`src/rtl/conv_pkg.sv`:
```
// Shared types and default layer constants for the convolution output-address controller.
// Optional lookahead output is enabled by defining CONV_ADDR_AHEAD_EN.
package conv_pkg;

    typedef enum logic [1:0] {
        ST_IDLE  = 2'd0,
        ST_RUN   = 2'd1,
        ST_DRAIN = 2'd2,
        ST_DONE  = 2'd3
    } conv_state_t;

    localparam int DEF_IN_CH    = 4;
    localparam int DEF_OUT_CH   = 8;
    localparam int DEF_LANES    = 4;
    localparam int DEF_KSIZE    = 5;
    localparam int DEF_OUT_R    = 28;
    localparam int DEF_OUT_C    = 28;
    localparam int DEF_ADDR_W   = 16;
    localparam int DEF_PIPE_DLY = 2;

    // Width of a counter holding 0..n-1, never narrower than one bit.
    function automatic int cnt_w(input int n);
        return (n <= 2) ? 1 : $clog2(n);
    endfunction

endpackage

```
`src/rtl/conv_addr_delay.sv`:
```
// Fixed-latency valid+address shift register; the whole line freezes while hold is high.
module conv_addr_delay
    import conv_pkg::*;
#(
    parameter int DLY    = DEF_PIPE_DLY,
    parameter int ADDR_W = DEF_ADDR_W
) (
    input  logic              clk,
    input  logic              rst,
    input  logic              hold,
    input  logic              in_valid,
    input  logic [ADDR_W-1:0] in_addr,
    output logic              out_valid,
    output logic [ADDR_W-1:0] out_addr,
    output logic              any_valid
);

    logic [DLY-1:0]    vld_q;
    logic [ADDR_W-1:0] addr_q [DLY];

    always_ff @(posedge clk or posedge rst) begin
        if (rst) begin
            vld_q <= '0;
            for (int i = 0; i < DLY; i++) begin
                addr_q[i] <= '0;
            end
        end else if (!hold) begin
            vld_q[0]  <= in_valid;
            addr_q[0] <= in_addr;
            for (int i = 1; i < DLY; i++) begin
                vld_q[i]  <= vld_q[i-1];
                addr_q[i] <= addr_q[i-1];
            end
        end
    end

    assign out_valid = vld_q[DLY-1];
    assign out_addr  = addr_q[DLY-1];
    assign any_valid = |vld_q;

endmodule

```
`src/rtl/conv_out_addr_gen.sv`:
```
// Output-address controller: counts MAC beats per neuron and emits one buffer write per neuron.
// Define CONV_ADDR_AHEAD_EN to add the neuron_rdy_ahead lookahead pulse.
module conv_out_addr_gen
    import conv_pkg::*;
#(
    parameter int IN_CH    = DEF_IN_CH,
    parameter int OUT_CH   = DEF_OUT_CH,
    parameter int LANES    = DEF_LANES,
    parameter int KSIZE    = DEF_KSIZE,
    parameter int OUT_R    = DEF_OUT_R,
    parameter int OUT_C    = DEF_OUT_C,
    parameter int ADDR_W   = DEF_ADDR_W,
    parameter int PIPE_DLY = DEF_PIPE_DLY
) (
    input  logic              clk,
    input  logic              rst,
    input  logic              start,
    input  logic              mac_valid,
    output logic              mac_ready,
    output logic              neuron_rdy,
    output logic              plane_rdy,
    output logic              wr_valid,
    input  logic              wr_ready,
    output logic [ADDR_W-1:0] wr_addr,
    output logic              busy,
    output logic              done,
`ifdef CONV_ADDR_AHEAD_EN
    output logic              neuron_rdy_ahead,
`endif
    output logic [1:0]        state_dbg
);

    localparam int BEATS  = ((IN_CH + LANES - 1) / LANES) * KSIZE * KSIZE;
    localparam int PLANE  = OUT_R * OUT_C;
    localparam int GROUPS = (OUT_CH + LANES - 1) / LANES;
    localparam int BEAT_W = cnt_w(BEATS);
    localparam int PIX_W  = cnt_w(PLANE);
    localparam int GRP_W  = cnt_w(GROUPS);

    if (64'(GROUPS) * 64'(PLANE) > (64'd1 << ADDR_W)) begin : g_chk_addr_w
        $error("conv_out_addr_gen: GROUPS*PLANE does not fit in ADDR_W");
    end
    if (PIPE_DLY < 1) begin : g_chk_pipe
        $error("conv_out_addr_gen: PIPE_DLY must be at least 1");
    end
`ifdef CONV_ADDR_AHEAD_EN
    if (BEATS < 2) begin : g_chk_ahead
        $error("conv_out_addr_gen: lookahead needs at least two beats per neuron");
    end
`endif

    conv_state_t       state;
    logic [BEAT_W-1:0] beat_cnt;
    logic [PIX_W-1:0]  pix_cnt;
    logic [GRP_W-1:0]  grp_cnt;

    logic              blocked;
    logic              accept;
    logic              beat_term;
    logic              pix_term;
    logic              grp_term;
    logic              last_beat;
    logic              pipe_any;
    logic [ADDR_W-1:0] cur_addr;

    // Handshakes: a beat transfers when mac_valid && mac_ready, a write when
    // wr_valid && wr_ready; an offered write keeps wr_addr stable until taken.
    assign blocked   = wr_valid && !wr_ready;
    assign mac_ready = (state == ST_RUN) && !blocked;
    assign accept    = mac_valid && mac_ready;

    assign beat_term = (beat_cnt == BEAT_W'(BEATS - 1));
    assign pix_term  = (pix_cnt == PIX_W'(PLANE - 1));
    assign grp_term  = (grp_cnt == GRP_W'(GROUPS - 1));

    always_comb begin
        neuron_rdy = 1'b0;
        plane_rdy  = 1'b0;
        last_beat  = 1'b0;
        neuron_rdy = accept && beat_term;
        plane_rdy  = neuron_rdy && pix_term;
        last_beat  = plane_rdy && grp_term;
    end

`ifdef CONV_ADDR_AHEAD_EN
    assign neuron_rdy_ahead = accept && (beat_cnt == BEAT_W'(BEATS - 2));
`endif

    // Word address = group * PLANE + pixel within the plane.
    assign cur_addr = ADDR_W'(grp_cnt) * ADDR_W'(PLANE) + ADDR_W'(pix_cnt);

    always_ff @(posedge clk or posedge rst) begin
        if (rst) begin
            state    <= ST_IDLE;
            beat_cnt <= '0;
            pix_cnt  <= '0;
            grp_cnt  <= '0;
            busy     <= 1'b0;
            done     <= 1'b0;
        end else begin
            case (state)
                ST_IDLE: begin
                    done <= 1'b0;
                    if (start) begin
                        state    <= ST_RUN;
                        busy     <= 1'b1;
                        beat_cnt <= '0;
                        pix_cnt  <= '0;
                        grp_cnt  <= '0;
                    end
                end
                ST_RUN: begin
                    if (accept) begin
                        beat_cnt <= beat_term ? '0 : beat_cnt + 1'b1;
                        if (neuron_rdy) begin
                            pix_cnt <= pix_term ? '0 : pix_cnt + 1'b1;
                        end
                        if (plane_rdy) begin
                            grp_cnt <= grp_term ? '0 : grp_cnt + 1'b1;
                        end
                        if (last_beat) begin
                            state <= ST_DRAIN;
                        end
                    end
                end
                ST_DRAIN: begin
                    // The last address is still travelling; wait until it has been written.
                    if (!pipe_any) begin
                        state <= ST_DONE;
                        busy  <= 1'b0;
                        done  <= 1'b1;
                    end
                end
                ST_DONE: begin
                    state <= ST_IDLE;
                    done  <= 1'b0;
                end
                default: begin
                    state <= ST_IDLE;
                    busy  <= 1'b0;
                    done  <= 1'b0;
                end
            endcase
        end
    end

    assign state_dbg = state;

    conv_addr_delay #(
        .DLY    (PIPE_DLY),
        .ADDR_W (ADDR_W)
    ) u_delay (
        .clk       (clk),
        .rst       (rst),
        .hold      (blocked),
        .in_valid  (neuron_rdy),
        .in_addr   (cur_addr),
        .out_valid (wr_valid),
        .out_addr  (wr_addr),
        .any_valid (pipe_any)
    );

endmodule

```
`config.mk`:
```
export PLATFORM = sky130hd
export DESIGN_NAME = conv_out_addr_gen
export DESIGN_NICKNAME = d
export VERILOG_FILES = /design/src/rtl/conv_pkg.sv /design/src/rtl/conv_addr_delay.sv /design/src/rtl/conv_out_addr_gen.sv
export SDC_FILE = /design/constraint.sdc
export NUM_CORES = 1
export LEC_CHECK = 0
export ABC_AREA = 0
export CELL_PAD_IN_SITES_DETAIL_PLACEMENT = 1
export CELL_PAD_IN_SITES_GLOBAL_PLACEMENT = 1
export CORE_UTILIZATION = 42
export CTS_CLUSTER_SIZE = 16
export DETAILED_ROUTE_END_ITERATION = 8
export MAX_ROUTING_LAYER = met4
export PLACE_DENSITY = 0.77
export REMOVE_ABC_BUFFERS = 1
export SLEW_MARGIN = 20
export SYNTH_ARGS = -nofsm -noshare
export SYNTH_HDL_FRONTEND = slang
export SYNTH_SLANG_ARGS = --single-unit
```
`constraint.sdc`:
```
create_clock -name clk -period 2.2 [get_ports clk]
set_input_delay 0.33 -clock clk [delete_from_list [all_inputs] [get_ports clk]]
set_output_delay 0.33 -clock clk [all_outputs]
set_load 0.01 [all_outputs]
```
== After elaboration in Yosys (flattened, before gate mapping) ==
Index checks and enable logic that the tools add are counted.
Storage, ports and cells
  bits in registers: 54
  bits of input ports: 5
  output and inout bits: 24
  logic and storage cells: 69
Operators by class
  multipliers: 1
  add/subtract/negate cells: 4
  muxes and demuxes: 24
  equal/unequal tests: 11
  reduce and logical (&&, ||, !) cells: 20
Operators with widths (count)
  10-bit two-way mux: 4
  10-bit one-hot mux with 2 select lines: 1
  5-bit two-way mux: 3
  11-bit by 10-bit adder with 12-bit output: 1
  4-bit AND reduction: 3
  10-bit by 1-bit adder with 10-bit output, second input constant: 1
  10-bit == test, second input constant: 1
  2-bit != test, second input constant: 5
  5-bit one-hot mux with 2 select lines: 1
  2-bit two-way mux: 4
  2-bit one-hot mux with 4 select lines: 1
  1-bit by 6-bit multiplier with 7-bit output, second input constant: 1
  1-bit two-way mux: 7
  1-bit logical AND: 6
  1-bit one-hot mux with 2 select lines: 3
  3-bit AND reduction: 2
  2-bit nonzero test: 3
  5-bit by 1-bit adder with 5-bit output, second input constant: 1
  5-bit == test, second input constant: 1
  2-bit == test, second input constant: 2
  2-bit OR reduction: 2
  2-bit by 1-bit == test with 1-bit output, second input constant: 1
  1-bit logical NOT: 2
  2-bit logical NOT: 1
  3 further kinds: 3

== Depth between registers and ports, before layout ==
Gate-level depths: netlist (run 1).
  word-level depth: 11
  mapped depth: 9
  depth with buffers taken out: 7

== Hierarchy ==
Synthesis (run 1) repeated with hierarchy kept, for this count alone.
Second synthesis, totals
  cells, all modules: 249
  area, all modules: 3067.9 um2
Modules (own cells, without submodules)
  conv_addr_delay: times used 1, seq. area each 850.8 um2, cells each 90, area each 1547.7 um2
  conv_out_addr_gen: times used 1, seq. area each 500.5 um2, cells each 159, area each 1520.2 um2

== Least setup slack after synthesis (run 1) ==
No wires, ideal clock.
  path kind: register to output
  from: register state[1], in the netlist state_dbg[1]
  to: output port plane_rdy
  stages on the path, launching flop included: 9
  data required time: 1.870 ns
  arrival time: 1.604 ns
  path buffers: 1
  slack: 0.266 ns
  cells stage by stage: dfrtp_1 > inv_1 > ha_1 > buf_2 > inv_1 > nor2_1 > nand3_1 > inv_1 > and3_1
Between the ends
  longest elaborated chain between the ends: 5
RTL lines
  start: declaration: line conv_out_addr_gen.sv:52  | conv_state_t state;
  start signal: assignment: line conv_out_addr_gen.sv:94  | state <= ST_IDLE;
  start signal: assignment: line conv_out_addr_gen.sv:105  | state <= ST_RUN;
  start signal: assignment: line conv_out_addr_gen.sv:122  | state <= ST_DRAIN;
  2-bit by 1-bit == test with 1-bit output: line conv_out_addr_gen.sv:69  | assign mac_ready = (state == ST_RUN) && !blocked;
  1-bit logical AND: line conv_out_addr_gen.sv:69
  named net mac_ready: line conv_out_addr_gen.sv:19  | output logic mac_ready,
  1-bit logical AND: line conv_out_addr_gen.sv:70  | assign accept = mac_valid && mac_ready;
  1-bit logical AND: line conv_out_addr_gen.sv:80  | neuron_rdy = accept && beat_term;
  named net neuron_rdy: line conv_out_addr_gen.sv:20  | output logic neuron_rdy,
  1-bit logical AND: line conv_out_addr_gen.sv:81  | plane_rdy = neuron_rdy && pix_term;
  end: declaration: line conv_out_addr_gen.sv:21  | output logic plane_rdy,
The timed path passes the listed nets, and every way through them passes these cells.

== Worst setup path in the final report (run 1) ==
  from: register state[1], in the netlist state_dbg[1]
  to: output port mac_ready
Between the ends
  longest elaborated chain between the ends: 2
RTL lines (line)
  2-bit by 1-bit == test with 1-bit output: conv_out_addr_gen.sv:69
  1-bit logical AND: conv_out_addr_gen.sv:69
  end: declaration: conv_out_addr_gen.sv:19
No other way between the ends.

==> metrics.yaml, run 1 <==
pre_cts_slack_ps: -63.7
synth.lib_cells_used.distinct: 41
total_clock_buffers_created_by_cts: 5
num_vias: 1844
post-route-drc-count: 0
critPathLaunchType: "flip-flop"
worst_slack_ps: 71.9
yosys.area.top_type_share_pct: 46.8
placed_cells_incl_taps: 349
ir_worst_vdd_uv: 336
clockBufferDepth: 2
fin_cells: 360
synth_area_per_cell_um2: 9.05
synth_async_sr_flop_share_pct: 100
report.final.hold_viol_count: 0
floorplan.die.height_um: 76.8
place.detailed.hpwl_um: 3570
yosys_warnings: 0
dpl-instance-area_mm2: 0.00265
post-synth-top-count-cell: "sky130_fd_sc_hd__nand2_1"
power.static_leakage_nw: 1.35
total_power_mw: 2.32
cts.clk_slew.worst_paths_ps: 90
io-pin-count: 29
post_synth_most_frequent_cells: "sky130_fd_sc_hd__nand2_1 (71), sky130_fd_sc_hd__dfrtp_1 (44), sky130_fd_sc_hd__o21ai_0 (18)"
run_status: "finished, final reports clean"
post_synth_inst_count: 260
combinational_family_with_the_most_area_after_synthesis: "simple AND/OR/NAND/NOR gates"
grt_pass1_vias: 1989
synth_area_leader_cell: "sky130_fd_sc_hd__dfrtp_1"
post-route-util_pct: 53.1
post_route_cells_drive_above_1_share_pct: 13.8
synth-seq-area-share_pct: 46.8
fp.dieW_um: 76.8
yosys.area_share.xor_xnor_pct: 2.23
maxCapViolations: 0
globalRouteTotalUtil_pct: 20.6
sum_neg_setup_slack_ps: 0
rows: 26
min_path_type: "input pin to asynchronous set/reset pin"
ant_nets: 0
diodes: 0
placer_congestion_estimate: 0.767
clk-insertion-delay-late_ps: 300
grt_antenna_before_repair: 0
report.final.setup_viol: 0
postLayoutCellArea_mm2: 0.00278
synth_compound_area_share_pct: 13.7
final_routed_wirelength_um: 5240
timing.critical_path.arrival_ps: 1800
worst-slew-pin-transition_ps: 574
ctsRootBufferMaster: "sky130_fd_sc_hd__clkbuf_8"
grt_max_degree: 45
worst-setup-path-type: "flip-flop to output pin"
placeableCoreArea_mm2: 0.00524
post_synth_main_area_contributors: "sky130_fd_sc_hd__dfrtp_1 (47%), sky130_fd_sc_hd__nand2_1 (11%), sky130_fd_sc_hd__ha_1 (5.3%), sky130_fd_sc_hd__buf_4 (5.1%), sky130_fd_sc_hd__o21ai_0 (3.8%)"
path_max_fanout: 2
ys_ff_latch: 44
number_of_clock_sinks_seen_by_cts: 44
cts_htree_levels: 2
p_per_area_mw_per_mm2: 834
routed_vias_inst: 5.12
holdWs_ps: 464
mappedNetlistArea_mm2: 0.00235
grt_first_pass_wirelength_um: 9360
clock.fmax_mhz: 470
design.die.area_mm2: 0.00590
cts_tree: "built"
critical_path_required_ps: 1870
drt_iter0_markers: 64
worstSetupEndpointType: "output pin"
synth-adder-area-share_pct: 5.32
fin_crit_ps: 2130
detail_route.first_pass.iterations: 4
grt_remaining_overflow: 0
port_buffer_cells: 23
rsz0062_at_grt: "no"
period_utilization_post_route_pct: 96.7
skew_ps: 6.58
synth.mux.area_fraction_pct: 1.81
number_of_enable_type_register_cells_in_the_synthesized_netlist: 0
initial_core_util_pct: 44.9
synth_simple_gate_area_share_pct: 21.4
timing.slew.headroom_pct: 61.7
design.final.nets: 304
wire_per_inst_um: 14.6
area_delta_synth_final_pct: 18.1
synth_ff_type: "sky130_fd_sc_hd__dfrtp_1"
timing_max_transition_violations_final: 0
## worst max-delay path, stage by stage (launching register included)
cell and delay, ps:
sky130_fd_sc_hd__dfrtp_1 390, sky130_fd_sc_hd__inv_1 90, sky130_fd_sc_hd__ha_1 170, sky130_fd_sc_hd__inv_1 60
sky130_fd_sc_hd__nor2_1 140, sky130_fd_sc_hd__buf_4 130, sky130_fd_sc_hd__clkdlybuf4s50_1 520
## timing repair
item	in CTS	in global routing
gates cloned	0	0
resized for setup	2	2
hold buffers	0	0
setup endpoints to repair	2	1
buffers inserted	3	0
## worst paths after layout
kind	to	cells after the start	from	slack, ps
worst max-delay path	mac_ready	6	state_dbg[1]$_DFFE_PP0P_	70
worst min-delay path	beat_cnt[3]$_DFFE_PP0P_	3	rst	460
worst max register to register	state_dbg[1]$_DFFE_PP0P_	7	beat_cnt[0]$_DFFE_PP0P_	320
worst min register to register	u_delay.out_addr[0]$_DFFE_PP0N_	2	u_delay.out_addr[0]$_DFFE_PP0N_	470
max in group asynchronous	u_delay.out_addr[6]$_DFFE_PP0N_	3	rst	1340
min in group clk	u_delay.out_addr[0]$_DFFE_PP0N_	2	u_delay.out_addr[0]$_DFFE_PP0N_	470
## layout make-up
type	count	area [um2]
multi-input combinational	185	1070
clock buffer	5	68.8
clock inverter	3	42.5
tap	70	87.6
fill	634	2460
timing repair buffer	43	374
inverter	10	37.5
sequential	44	1100
## metal layers
metal | wire length, um | GRT usage (%)
met5 | 0 | -
met1 | 2430 | 25.8
met3 | 151 | 3.81
met4 | 68 | 6.15
met2 | 2590 | 33.8
## layout by cell type (no fill, tap or decap), types with 2 or more instances in the layout
master                            count
sky130_fd_sc_hd__a21o_1               2
sky130_fd_sc_hd__a21oi_1              4
sky130_fd_sc_hd__a22o_1               3
sky130_fd_sc_hd__a31oi_1              3
sky130_fd_sc_hd__and3_1               2
sky130_fd_sc_hd__buf_4               20
sky130_fd_sc_hd__clkbuf_8             5
sky130_fd_sc_hd__clkdlybuf4s50_1     21
sky130_fd_sc_hd__conb_1               5
sky130_fd_sc_hd__dfrtp_1             44
sky130_fd_sc_hd__ha_1                10
sky130_fd_sc_hd__inv_1                9
sky130_fd_sc_hd__mux2i_1              2
sky130_fd_sc_hd__nand2_1             71
sky130_fd_sc_hd__nand2b_1             4
sky130_fd_sc_hd__nand3_1             11
sky130_fd_sc_hd__nor2_1              16
sky130_fd_sc_hd__nor3_1               2
sky130_fd_sc_hd__o21ai_0             18
sky130_fd_sc_hd__o31ai_1              6
sky130_fd_sc_hd__o41ai_1              2
sky130_fd_sc_hd__xnor2_1              3
sky130_fd_sc_hd__xor2_1               3
## flip-flops by register name, indices dropped and copies added (netlist names)
| name | cells |
|---|---|
| u_delay.addr_q | 11 |
| done | 1 |
| beat_cnt | 5 |
| grp_cnt | 1 |
| busy | 1 |
| u_delay.vld_q | 2 |
| u_delay.out_addr | 11 |
| state_dbg | 2 |
| pix_cnt | 10 |
## cells by family (layout without fill, tap and decap cells)
group                      Yosys count  after routing
muxes                                4              4
adders and majority gates           10             10
and+or+nand+nor                    115            115
DFF                                 44             44
buffers and inverters               35             61
other                                1              5
AOI/OAI and AO/OA                   45             45
xor gates and xnor gates             6              6
## report_power, final
part	leakage [nW]	switching (mW)	internal (mW)	total [mW]
Combinational	0.723	0.317	0.304	0.622
Sequential	0.571	0.111	0.950	1.06
Clock	0.0541	0.298	0.336	0.634
Total	1.35	0.727	1.59	2.32
Power figures use the tool's default switching activity.
==> inputs of run 2 (changes only) <==
--- a/config.mk
+++ b/config.mk
@@ -8,9 +8,11 @@
 export ABC_AREA = 0
 export CELL_PAD_IN_SITES_DETAIL_PLACEMENT = 1
 export CELL_PAD_IN_SITES_GLOBAL_PLACEMENT = 1
+export CORE_MARGIN = 1
 export CORE_UTILIZATION = 42
 export CTS_CLUSTER_SIZE = 16
 export DETAILED_ROUTE_END_ITERATION = 8
+export GPL_TIMING_DRIVEN = 1
 export MAX_ROUTING_LAYER = met4
 export PLACE_DENSITY = 0.77
 export REMOVE_ABC_BUFFERS = 1
==> results of run 2 <==
No change in the layout: final DEF, timing and power equal those of run 1.
==> patch 1: new RTL, flow settings as in run 2 <==
The option `CONV_ADDR_AHEAD_EN` is turned on by a define.
--- a/src/rtl/conv_out_addr_gen.sv
+++ b/src/rtl/conv_out_addr_gen.sv
@@ -1,5 +1,7 @@
 // Output-address controller: counts MAC beats per neuron and emits one buffer write per neuron.
 // Define CONV_ADDR_AHEAD_EN to add the neuron_rdy_ahead lookahead pulse.
+`define CONV_ADDR_AHEAD_EN
+
 module conv_out_addr_gen
     import conv_pkg::*;
 #(
Check against the original RTL (old outputs only; new: neuron_rdy_ahead): equivalent (equiv_simple and equiv_induct, registers matched by name and starting in step).
==> patch 1 against run 2 <==
Cell count up 1.9%. Sequential power decreased by 7%. Final area rose by 5.0%. Utilization up 2.3 points. First-iteration DRC count up 52%. Power down 12%. Synthesized area up 0.48%. Wire length rose by 3.6%. Clock power about the same. Die area up 0.47%. Sequential cell count stayed put. Worst setup slack better by 0.040 ns. Fmax grew 1.9%. Sequential share of layout area is 1.9 points lower. Critical endpoint is now plane_rdy.
==> patch 1: results <==
<?xml version="1.0" encoding="UTF-8"?>
<metrics>
  <group name="synthesis">
    <metric name="synth_cell_type_count" unit="">46</metric>
    <metric name="synth.avg_cell_area" unit="um2">9.16</metric>
    <metric name="synth_top_cells_by_area" unit="">dfrtp_1 (47%), nand2_1 (11%), buf_4 (5.4%)</metric>
    <metric name="compound_gate_fraction_of_synth_area" unit="%">13.7</metric>
    <metric name="synth.cells.most_frequent" unit="">nand2_1 (67), dfrtp_1 (44), o21ai_0 (18), buf_4 (17), nor2_1 (14)</metric>
    <metric name="post_synthesis_share_of_cell_area_spent_on_xor_and_xnor_gates" unit="%">1.48</metric>
    <metric name="post_synth_mux_area_share" unit="%">2.38</metric>
    <metric name="sequential_element_share_of_the_synthesized_area" unit="%">46.6</metric>
  </group>
  <group name="critical_path">
    <metric name="cpMaxStageDelayCell" unit="">or3_4</metric>
    <metric name="critPathLaunch" unit="">pix_cnt[0]$_DFFE_PP0P_</metric>
    <metric name="regToRegSetupSlack" unit="ns">0.13</metric>
    <metric name="rr_worst_depth" unit="">9</metric>
    <metric name="worst_path_largest_cell_delay" unit="ns">0.43</metric>
    <metric name="critical_path_arrival" unit="ns">1.76</metric>
  </group>
  <group name="route">
    <metric name="finalWirelength" unit="um">5430</metric>
    <metric name="post_drt_via_cell_ratio" unit="">5.24</metric>
    <metric name="detailedRoute.firstIterationViolations" unit="">97</metric>
  </group>
  <group name="placed_design">
    <metric name="pre_cts_ws" unit="ns">0.000203</metric>
    <metric name="placed_cell_count" unit="">355</metric>
    <metric name="dpl.hpwl" unit="um">3790</metric>
    <metric name="placed_cell_area" unit="um2">2740</metric>
  </group>
  <group name="finish">
    <metric name="number_of_standard_cells_in_the_layout_taps_in_and_fillers_out" unit="">367</metric>
  </group>
  <group name="power_and_ir_drop">
    <metric name="vdd_drop_max" unit="V">0.000328</metric>
    <metric name="total_leakage_power" unit="nW">1.40</metric>
  </group>
  <group name="global_routing">
    <metric name="grt_use_total" unit="%">20.9</metric>
    <metric name="first_global_vias" unit="">1985</metric>
  </group>
  <group name="run_status">
    <metric name="run_status" unit="">complete, no violations</metric>
  </group>
</metrics>
-- patch 1: changes by cell type after synthesis, sizes merged, moves of 2 or more --
cell           run 2  this run
a211oi             0         2
a21o               2         0
inv               10        12
nand2             72        67
nand2b             4         2
nand3             11        14
nand4b             0         3
nor2              16        14
nor3               3         1
o41ai              3         1
-- patch 1: stage by stage --
stage	utilization (%)	hold slack [ns]	total power, mW
finish	55.4	0.364	2.04
global placement	52.0	0.448	1.38
CTS	54.8	0.374	2.07
global route	55.4	0.403	2.17
floorplan	-	0.439	1.21
detailed placement	52.0	0.459	1.40
-- patch 1: logic make-up after synthesis --
logic type                 count (synthesis)
other                                      1
xor gates and xnor gates                   4
adders and majority gates                 10
buffers and inverters                     36
muxes                                      5
DFF                                       44
AOI/OAI and AO/OA                         46
and+or+nand+nor                          112
-- patch 1: area by class of cell --
| type | count | area [um2] |
|---|---|---|
| clock buffers | 5 | 68.8 |
| fillers | 624 | 2350 |
| flip-flops and latches | 44 | 1100 |
| clock inverters | 3 | 46.3 |
| repair buffers | 51 | 454 |
| well taps | 70 | 87.6 |
| multi-input cells | 182 | 1120 |
| inverters | 12 | 45.0 |
-- patch 1: how the worst max path moves through the flow --
| stage | to | slack (ns) |
|---|---|---|
| 2_1_floorplan | state_dbg[1]$_DFFE_PP0P_ | 0.004 |
| 3_3_place_gp | neuron_rdy_ahead | 0.01 |
| 3_5_place_dp | plane_rdy | 0.0002 |
| 4_1_cts | plane_rdy | 0.005 |
| 5_1_grt | plane_rdy | 0.004 |
| 6_report | plane_rdy | 0.11 |
-- patch 1: what timing repair did --
action,in CTS,in global routing
buffers inserted,3,1
endpoints found under the setup margin,4,4
hold buffers,0,0
hold endpoints to repair,0,0
resized for setup,6,7
pin swaps,1,1
-- patch 1: report_power, final --
group	internal, mW	total (mW)	leakage (nW)	switching [mW]
Clock	0.342	0.636	0.0548	0.294
Sequential	0.904	0.986	0.556	0.0814
Combinational	0.215	0.421	0.791	0.207
-- patch 1: worst register-to-register path: stages (launching register included) --
cell     delay [ns]
dfrtp_1        0.39
inv_1          0.06
ha_2           0.17
and4b_1        0.25
nand4_1        0.14
buf_4          0.17
buf_4          0.14
o31ai_4        0.19
nand3_2        0.13
mux2_4         0.32
-- patch 1: per-layer routing --
layer / track usage [%] / up-vias / share of wire [%]
met5: - / - / 0
met4: 6.98 / 0 / 1.6
met3: 4.05 / 8 / 2.6
met1: 26.0 / 952 / 46
met2: 34.2 / 30 / 50
li1: - / 933 / -
==> patch 2: new RTL, settings of run 2 <==
Made on the original files. Put one more register stage on the output `state_dbg`. The value now appears one clock later. The other outputs are not delayed to match.
--- a/src/rtl/conv_out_addr_gen.sv
+++ b/src/rtl/conv_out_addr_gen.sv
@@ -144,7 +144,9 @@
         end
     end
 
-    assign state_dbg = state;
+    always_ff @(posedge clk) begin
+        state_dbg <= state;
+    end
 
     conv_addr_delay #(
         .DLY    (PIPE_DLY),
Check against the original RTL: not equivalent (a bounded check fails within 4 cycles, from zero or initial values and one cycle with rst high).
==> patch 2 against run 2 <==
Sequential cell count grew 2. Worst setup slack lost 0.013 ns. Power grew 5.7%. Wire length grew 17%. Synthesized area grew 7.1%. Hold slack lost 0.095 ns. Final area grew 7.7%. Sequential share of layout area shrank 1.5 points. First-iteration DRC count grew 39%. Critical path type unchanged. Critical endpoint is now neuron_rdy. Largest cell class is now multi-input combinational cells.
==> patch 2: results <==
<?xml version="1.0" encoding="UTF-8"?>
<metrics>
  <group name="synthesis">
    <metric name="synth-async-reset-ratio" unit="%">95.7</metric>
    <metric name="synth_top_cells_by_area" unit="">dfrtp_1 (44%), nand2_1 (10%), ha_1 (5.0%)</metric>
    <metric name="adder_and_majority_gate_portion_of_the_synthesized_area" unit="%">4.97</metric>
    <metric name="synth.avg_cell_area" unit="um2">8.94</metric>
    <metric name="post_synth_mux_area_share" unit="%">0.397</metric>
    <metric name="compound_gate_fraction_of_synth_area" unit="%">16.0</metric>
  </group>
  <group name="sta">
    <metric name="final.setup_skew" unit="ns">0.00848</metric>
  </group>
  <group name="critical_path">
    <metric name="worst_path_largest_cell_delay" unit="ns">0.42</metric>
    <metric name="worst_r2r_startpoint" unit="">state[0]$_DFFE_PP0P_</metric>
    <metric name="crit-reg2reg-capture" unit="">pix_cnt[6]$_DFFE_PP0P_</metric>
    <metric name="cpMaxStageDelayCell" unit="">dfrtp_1</metric>
  </group>
  <group name="finish">
    <metric name="number_of_standard_cells_in_the_layout_taps_in_and_fillers_out" unit="">389</metric>
    <metric name="fin_nets" unit="">331</metric>
    <metric name="fillers" unit="">662</metric>
  </group>
  <group name="global_routing">
    <metric name="first_global_vias" unit="">2195</metric>
    <metric name="globalRouteMet1Util" unit="%">27.1</metric>
    <metric name="first_pass_grt_wire_length" unit="um">10400</metric>
  </group>
  <group name="placed_design">
    <metric name="gp_routability_congestion" unit="">0.818</metric>
    <metric name="dpl.hpwl" unit="um">4080</metric>
  </group>
  <group name="route">
    <metric name="wl_met2" unit="um">3050</metric>
    <metric name="wl_met1" unit="um">2790</metric>
    <metric name="routedWlPerCell" unit="um">15.8</metric>
  </group>
  <group name="run_status">
    <metric name="run_status" unit="">complete, no violations</metric>
  </group>
  <group name="power_and_ir_drop">
    <metric name="total_leakage_power" unit="nW">1.43</metric>
    <metric name="vdd_drop_max" unit="V">0.000329</metric>
  </group>
</metrics>
## patch 2: changes by cell type in the layout (fill, tap and decap cells not counted), moves of 3 or more
cell and change:
o21ai_0 -3, or2_2 +3, buf_4 +6, o21ai_1 +4
a31oi_1 +9, nand4_1 +3, nor2_1 -3
## patch 2: metrics by stage
step / power [mW] / hold slack [ns] / utilization [%] / setup WS [ns]
after floorplan: 1.52 / 0.371 / - / -0.151
after global placement: 1.86 / 0.381 / 50.8 / -0.0552
after detailed placement: 1.89 / 0.404 / 50.8 / -0.0983
after CTS: 2.44 / 0.384 / 52.8 / -0.0126
after global routing: 2.60 / 0.394 / 53.0 / -0.0486
final: 2.45 / 0.368 / 53.0 / 0.0586
## patch 2: worst max-delay path by stage
stage | slack, ns | startpoint | endpoint
2_1_floorplan | -0.15 | u_delay.vld_q[1]$_DFFE_PP0N_ | plane_rdy
3_3_place_gp | -0.06 | mac_valid | neuron_rdy
3_5_place_dp | -0.1 | mac_valid | neuron_rdy
4_1_cts | -0.01 | pix_cnt[6]$_DFFE_PP0P_ | plane_rdy
5_1_grt | -0.05 | beat_cnt[1]$_DFFE_PP0P_ | neuron_rdy
6_report | 0.06 | beat_cnt[1]$_DFFE_PP0P_ | neuron_rdy
## patch 2: tightest hold or removal path, cell delays in order
cell             delay (ns)
clkdlybuf4s50_1        0.40
clkinv_1               0.08
buf_12                 0.25
## patch 2: cell type report
class | count | share of cell area [%]
clock buffers | 7 | 2.88
clock inverters | 1 | 0.167
inverters | 10 | 1.25
multi-input cells | 203 | 39.9
flip-flops and latches | 46 | 38.1
well taps | 72 | 3.01
repair buffers | 50 | 14.7
## patch 2: repair_timing
item,4_1_cts,5_1_grt
buffers inserted,2,2
gates resized for setup,7,3
setup endpoints to repair,3,2
hold endpoints to repair,0,0
hold buffers,0,0
pin swaps,0,3
